**config.mk**
```make
export PLATFORM = sky130hd
export DESIGN_NAME = flash_arbiter_flat
export DESIGN_NICKNAME = d
export VERILOG_FILES = /design/src/rtl/flash_arbiter_pkg.sv /design/src/rtl/flash_arbiter_if.sv /design/src/rtl/flash_arbiter_rr_arb.sv /design/src/rtl/flash_arbiter.sv /design/src/flat_wrapper.sv
export SDC_FILE = /design/constraint.sdc
export NUM_CORES = 1
export LEC_CHECK = 0
export BUFFER_PORTS_ARGS = -buffer_cell sky130_fd_sc_hd__buf_2
export CORE_MARGIN = 2
export CORE_UTILIZATION = 48
export CTS_CLUSTER_SIZE = 12
export DETAILED_ROUTE_END_ITERATION = 10
export HOLD_SLACK_MARGIN = 0.06
export PLACE_DENSITY = 0.7
export SLEW_MARGIN = 20
export SYNTH_ARGS = -nofsm -noshare
export SYNTH_HDL_FRONTEND = slang
export SYNTH_SLANG_ARGS = --single-unit
export TNS_END_PERCENT = 30
```
**constraint.sdc**
```tcl
create_clock -name clk -period 3.4 [get_ports clk]
set_clock_uncertainty 0.05 [all_clocks]
set_input_delay 0.34 -clock clk [delete_from_list [all_inputs] [get_ports clk]]
set_output_delay 0.34 -clock clk [all_outputs]
set_load 0.01 [all_outputs]
```
**src/rtl/flash_arbiter_pkg.sv**
```systemverilog
// flash_arbiter_pkg: shared widths and FSM state encoding for the flash arbiter
package flash_arbiter_pkg;
  localparam int ADDR_W = 24;
  typedef enum logic [2:0] {S_INIT, S_IDLE, S_TERM, S_TW1, S_TW0, S_ISSUE, S_WB, S_WD} state_t;
endpackage

```
**src/rtl/flash_arbiter_if.sv**
```systemverilog
// flash_arbiter_if: requester and SPI byte-reader signals of the flash arbiter
// slave  : arbiter side (takes req/addr and reader status, drives ack/dout and reader controls)
// master : environment side (requesters plus reader)
interface flash_arbiter_if;
  import flash_arbiter_pkg::*;
  logic              req0, req1;
  logic [ADDR_W-1:0] addr0, addr1;
  logic              ack0, ack1;
  logic [7:0]        dout;
  logic              stream_open;
  logic [ADDR_W-1:0] fl_addr;
  logic              fl_rd, fl_terminate;
  logic [7:0]        fl_dout;
  logic              fl_data_ready, fl_busy;
  modport slave (
    input  req0, req1, addr0, addr1, fl_dout, fl_data_ready, fl_busy,
    output ack0, ack1, dout, stream_open, fl_addr, fl_rd, fl_terminate
  );
  modport master (
    output req0, req1, addr0, addr1, fl_dout, fl_data_ready, fl_busy,
    input  ack0, ack1, dout, stream_open, fl_addr, fl_rd, fl_terminate
  );
endinterface

```
**src/rtl/flash_arbiter_rr_arb.sv**
```systemverilog
// flash_rr_arb: combinational 2-way round-robin grant
// req : active requests, ptr : preferred port on a tie, gnt : one-hot grant (0 when idle)
module flash_rr_arb (
  input  logic [1:0] req,
  input  logic       ptr,
  output logic [1:0] gnt
);
  assign gnt = (req == 2'b11) ? (ptr ? 2'b10 : 2'b01) : req;
endmodule

```
**src/rtl/flash_arbiter.sv**
```systemverilog
// flash_arbiter: shares one SPI flash byte reader between two requesters, keeping sequential streams open
// clk, reset_n : clock and asynchronous active-low reset
// bus (slave)  : req/addr/ack/dout/stream_open to requesters, fl_* to the byte reader
// IDLE_CLOSE   : idle cycles with an open stream before auto-terminate (0 = never)
module flash_arbiter
  import flash_arbiter_pkg::*;
#(
  parameter int IDLE_CLOSE = 1024
) (
  input  logic           clk,
  input  logic           reset_n,
  flash_arbiter_if.slave bus
);
  state_t            state_q, state_d;
  logic [1:0]        ack_q, ack_d;
  logic [7:0]        dout_q, dout_d;
  logic              stream_open_q, stream_open_d;
  logic [ADDR_W-1:0] fl_addr_q, fl_addr_d;
  logic              fl_rd_q, fl_rd_d;
  logic              fl_term_q, fl_term_d;
  logic              rr_ptr_q, rr_ptr_d;
  logic              gid_q, gid_d;
  logic              pend_q, pend_d;
  logic [ADDR_W-1:0] next_addr_q, next_addr_d;
  logic [31:0]       idle_cnt_q, idle_cnt_d;
  logic [1:0]        req_v, gnt;
  logic [ADDR_W-1:0] req_addr;
  // the port being acked this cycle still holds req; masking it stops a duplicate grant
  assign req_v    = {bus.req1, bus.req0} & ~ack_q;
  assign req_addr = gnt[1] ? bus.addr1 : bus.addr0;
  flash_rr_arb u_arb (.req(req_v), .ptr(rr_ptr_q), .gnt(gnt));
  always_comb begin
    state_d       = state_q;
    ack_d         = 2'b00;
    dout_d        = dout_q;
    stream_open_d = stream_open_q;
    fl_addr_d     = fl_addr_q;
    fl_rd_d       = 1'b0;
    fl_term_d     = 1'b0;
    rr_ptr_d      = rr_ptr_q;
    gid_d         = gid_q;
    pend_d        = pend_q;
    next_addr_d   = next_addr_q;
    idle_cnt_d    = idle_cnt_q;
    case (state_q)
      S_INIT: state_d = bus.fl_busy ? S_INIT : S_IDLE;
      S_IDLE: begin
        if (|gnt && !bus.fl_busy) begin
          gid_d      = gnt[1];
          fl_addr_d  = req_addr;
          idle_cnt_d = '0;
          pend_d     = 1'b1;
          // an address jump must close the open stream before the new read command
          fl_term_d  = stream_open_q && (req_addr != next_addr_q);
          fl_rd_d    = !fl_term_d;
          state_d    = fl_term_d ? S_TERM : S_ISSUE;
        end else if (stream_open_q && !(|gnt)) begin
          if (IDLE_CLOSE != 0 && idle_cnt_q == 32'(IDLE_CLOSE - 1)) begin
            fl_term_d = 1'b1;
            pend_d    = 1'b0;
            state_d   = S_TERM;
          end else if (idle_cnt_q != '1)
            idle_cnt_d = idle_cnt_q + 32'd1;
        end
      end
      S_TERM: state_d = S_TW1;
      S_TW1:  state_d = bus.fl_busy ? S_TW0 : S_TW1;
      S_TW0: begin
        if (!bus.fl_busy) begin
          stream_open_d = 1'b0;
          fl_rd_d       = pend_q;
          state_d       = pend_q ? S_ISSUE : S_IDLE;
        end
      end
      S_ISSUE: state_d = S_WB;
      // waiting for busy first keeps a stale data_ready from the previous byte out
      S_WB:    state_d = bus.fl_busy ? S_WD : S_WB;
      S_WD: begin
        if (bus.fl_data_ready && !bus.fl_busy) begin
          dout_d        = bus.fl_dout;
          ack_d         = gid_q ? 2'b10 : 2'b01;
          stream_open_d = 1'b1;
          next_addr_d   = fl_addr_q + ADDR_W'(1);
          rr_ptr_d      = ~gid_q;
          pend_d        = 1'b0;
          state_d       = S_IDLE;
        end
      end
      default: state_d = S_INIT;
    endcase
  end
  always_ff @(posedge clk or negedge reset_n) begin
    if (!reset_n) begin
      state_q       <= S_INIT;
      ack_q         <= 2'b00;
      dout_q        <= '0;
      stream_open_q <= 1'b0;
      fl_addr_q     <= '0;
      fl_rd_q       <= 1'b0;
      fl_term_q     <= 1'b0;
      rr_ptr_q      <= 1'b0;
      gid_q         <= 1'b0;
      pend_q        <= 1'b0;
      next_addr_q   <= '0;
      idle_cnt_q    <= '0;
    end else begin
      state_q       <= state_d;
      ack_q         <= ack_d;
      dout_q        <= dout_d;
      stream_open_q <= stream_open_d;
      fl_addr_q     <= fl_addr_d;
      fl_rd_q       <= fl_rd_d;
      fl_term_q     <= fl_term_d;
      rr_ptr_q      <= rr_ptr_d;
      gid_q         <= gid_d;
      pend_q        <= pend_d;
      next_addr_q   <= next_addr_d;
      idle_cnt_q    <= idle_cnt_d;
    end
  end
  assign bus.ack0         = ack_q[0];
  assign bus.ack1         = ack_q[1];
  assign bus.dout         = dout_q;
  assign bus.stream_open  = stream_open_q;
  assign bus.fl_addr      = fl_addr_q;
  assign bus.fl_rd        = fl_rd_q;
  assign bus.fl_terminate = fl_term_q;
endmodule
```
**src/flat_wrapper.sv**
```systemverilog
// flat-port wrapper written by rule: the top's interface ports become plain ports
module flash_arbiter_flat import flash_arbiter_pkg::*;
#(
  parameter int IDLE_CLOSE = 1024
)
  (clk, reset_n, bus_req0, bus_req1, bus_addr0, bus_addr1, bus_fl_dout, bus_fl_data_ready, bus_fl_busy, bus_ack0, bus_ack1, bus_dout, bus_stream_open, bus_fl_addr, bus_fl_rd, bus_fl_terminate);
  flash_arbiter_if bus_i ();
  input  logic clk;
  input  logic reset_n;
  input wire logic [$bits(bus_i.req0)-1:0] bus_req0;
  input wire logic [$bits(bus_i.req1)-1:0] bus_req1;
  input wire logic [$bits(bus_i.addr0)-1:0] bus_addr0;
  input wire logic [$bits(bus_i.addr1)-1:0] bus_addr1;
  input wire logic [$bits(bus_i.fl_dout)-1:0] bus_fl_dout;
  input wire logic [$bits(bus_i.fl_data_ready)-1:0] bus_fl_data_ready;
  input wire logic [$bits(bus_i.fl_busy)-1:0] bus_fl_busy;
  output wire logic [$bits(bus_i.ack0)-1:0] bus_ack0;
  output wire logic [$bits(bus_i.ack1)-1:0] bus_ack1;
  output wire logic [$bits(bus_i.dout)-1:0] bus_dout;
  output wire logic [$bits(bus_i.stream_open)-1:0] bus_stream_open;
  output wire logic [$bits(bus_i.fl_addr)-1:0] bus_fl_addr;
  output wire logic [$bits(bus_i.fl_rd)-1:0] bus_fl_rd;
  output wire logic [$bits(bus_i.fl_terminate)-1:0] bus_fl_terminate;
  assign bus_i.req0 = bus_req0;
  assign bus_i.req1 = bus_req1;
  assign bus_i.addr0 = bus_addr0;
  assign bus_i.addr1 = bus_addr1;
  assign bus_i.fl_dout = bus_fl_dout;
  assign bus_i.fl_data_ready = bus_fl_data_ready;
  assign bus_i.fl_busy = bus_fl_busy;
  assign bus_ack0 = bus_i.ack0;
  assign bus_ack1 = bus_i.ack1;
  assign bus_dout = bus_i.dout;
  assign bus_stream_open = bus_i.stream_open;
  assign bus_fl_addr = bus_i.fl_addr;
  assign bus_fl_rd = bus_i.fl_rd;
  assign bus_fl_terminate = bus_i.fl_terminate;
  flash_arbiter #(.IDLE_CLOSE(IDLE_CLOSE)) u_core (.clk(clk), .reset_n(reset_n), .bus(bus_i));
endmodule
```
==> qor.csv <==
metric,value,unit
seq_area_frac_synth,44.3,%
nets,792,
drt_iter0_markers,366,
crit_chain,"nand2b_1, buf_4, o21ai_0, a21oi_1, nor4b_1, and4_1, a31oi_1, o41a_1",
layout_common_cells,"dfrtp_1, buf_2, nor2_1",
dieHeight,112,µm
gp_congestion,0.859,
clk_pin_slew,0.07,ns
ys_ff_latch,99,
yosys_most_used_dff,dfrtp_1,
htreeDepth,3,
clk-insertion-delay-late,0.35,ns
wire_per_inst,16.8,µm
cts_root_buffer,clkbuf_16,
global_route.usage.total,24.1,%
hold_depth,2,
diodes,0,
status,"complete, no violations",
finalCriticalPeriod,3.09,ns
fin_hold_ws,0.167,ns
multiInputGateArea,2890,µm²
timing.fmax,323,MHz
synth_edf_count,0,
cts_buffer_depth,2,
drive_above_1_share,21.6,%
gr-total-overflow,0,
die_w,112,µm
ys_types,56,
slew_headroom,50.9,%
core_area,11400,µm²
die-area,12500,µm²
dpl_worst_slack,0.345,ns
final_common_cell,dfrtp_1,
grt_pass1_wl,24.3,mm
r2r_cells,8,
setup_slack,0.307,ns
synth_nets,705,
crit_type,flip-flop to flip-flop,
num_vias,5192,
routed_wl,14.7,mm
antenna_found_initial,0,
yosys_warnings,0,
portBuffers,98,
seq_area,2480,µm²
peakVddDrop,0.402,mV
cap_violations,0,
arrival,3.27,ns
synth.avg_cell_area,8.73,µm²
maxSlewViolCount,0,
syn_inst,641,
fillers,1073,
ioPinCount,99,
ant_nets,0,
hpwlAfterDp,10.4,mm
crit_path_end_kind,flip-flop,
worst_pin_slew,0.737,ns
path_delay_family,simple AND/OR/NAND/NOR gates,
cp_max_fo,15,
p_leak,2.89,nW
cpPeakStageDelay,0.60,ns
crit_buf_inv,1,
rows,39,
setup_viol,0,
setup_tns,0,ns
cts_setup_buffers,0,
cp_slowest_cell,nor4b_1,
cellPowerDensity,739,nW/µm²
syn_to_final_growth,16.7,%
rsz0062_at_grt,no,
min_period_over_period,91.0,%
hold_viol_final,0,
hp-class,primary input to flip-flop,
grt_pass1_vias,4957,
first_pass_iters,5,
numCtsBuffers,9,
required,3.58,ns
vias_per_cell,5.93,
grt_max_degree,58,
startpoint_type,flip-flop,
syn_area,5600,µm²
start_util,49.0,%
drc_errors,0,
cts_tree,built,
clkSinkCount,99,
crit_cells,8,
postSynth.asyncResetShare,100,%
==> final cells by class <==
| type | instances | share of cell area [%] |
|---|---|---|
| multi-input cells | 495 | 44.3 |
| flip-flops and latches | 99 | 37.9 |
| repair buffers | 112 | 9.39 |
| clock buffers | 11 | 3.87 |
| well taps | 143 | 2.74 |
| clock inverters | 5 | 1.15 |
| inverters | 11 | 0.632 |
==> cell usage after synthesis, types with 3 or more instances <==
master,n,area [µm²]
or4_2,3,26.3
a21oi_1,43,215
mux2_2,11,124
nor3_1,8,40.0
xor2_1,13,114
nand3_1,61,305
nor4_1,9,56.3
a31o_2,3,26.3
nand2_1,62,233
and4_1,4,35.0
nand2b_1,4,25.0
o21ai_0,56,280
nand4_1,14,87.6
xnor2_1,26,228
and3_1,25,156
dfrtp_1,99,2480
buf_2,6,30.0
or3_2,4,30.0
inv_1,11,41.3
clkbuf_1,25,93.8
a31oi_1,26,163
o31ai_1,5,37.5
nor4b_1,12,105
nor2b_1,3,18.8
nor2_1,64,240
==> path summary, 6_finish.rpt <==
path	from	end	slack, ns
worst max-delay path	u_core.ack_q[1]	u_core.state_q[1]	0.31
worst min-delay path	bus_fl_dout[4]	u_core.bus.dout[4]	0.17
worst max register to register	u_core.ack_q[1]	u_core.state_q[1]	0.31
worst min register to register	u_core.gid_q	u_core.ack_q[0]	0.39
max in group asynchronous	reset_n	u_core.next_addr_q[1]	1.97
min in group asynchronous	reset_n	u_core.bus.fl_addr[20]	0.54
==> where the power goes <==
group	switching [mW]	internal [mW]	total, mW
logic	0.912	0.759	1.67
clock network	0.444	0.681	1.13
registers	0.462	1.57	2.03
==> sequential cells by signal, summed over array words and instances, names as in the netlist <==
name,flops
u_core.bus.fl_addr,24
u_core.bus.stream_open,1
u_core.bus.fl_rd,1
u_core.state_q,3
u_core.next_addr_q,24
u_core.idle_cnt_q,32
u_core.bus.fl_terminate,1
u_core.ack_q,2
u_core.rr_ptr_q,1
u_core.gid_q,1
u_core.pend_q,1
u_core.bus.dout,8
==> routing by layer <==
layer	part of all wire (%)	vias up	GRT usage [%]
li1	-	2499	-
met1	46	2494	34.5
met2	46	176	36.9
met3	5.7	23	3.54
met4	2.2	0	10.3
met5	0	-	0
==> timing repair <==
| action | in CTS | in global routing |
|---|---|---|
| endpoints found under the hold margin | 55 | 0 |
| hold buffers | 1 | 0 |
| resized for setup | 0 | 0 |
==> per-stage QoR <==
stage | utilization (%) | power [mW] | cell area (µm²) | instances
finish | 57.2 | 4.83 | 6530 | 876
global route | 57.2 | 5.16 | 6530 | 876
CTS | 57.2 | 4.85 | 6530 | 876
detailed placement | 54.3 | 3.71 | 6190 | 859
global placement | 54.3 | 3.65 | 6190 | 859
floorplan | - | 3.12 | 5600 | 641
==> logic make-up (layout without fill, tap and decap cells) <==
group	after synthesis	in the layout	synth area share (%)
adder cells (fa/ha/maj)	2	2	0.447
XOR/XNOR	39	39	6.10
AO/OA/AOI/OAI	152	152	15.8
flip-flops	99	99	44.3
multiplexers	13	13	2.57
buffers and inverters	47	139	4.09
AND/OR/NAND/NOR	289	289	26.7
(Power assumes the default switching activity.)
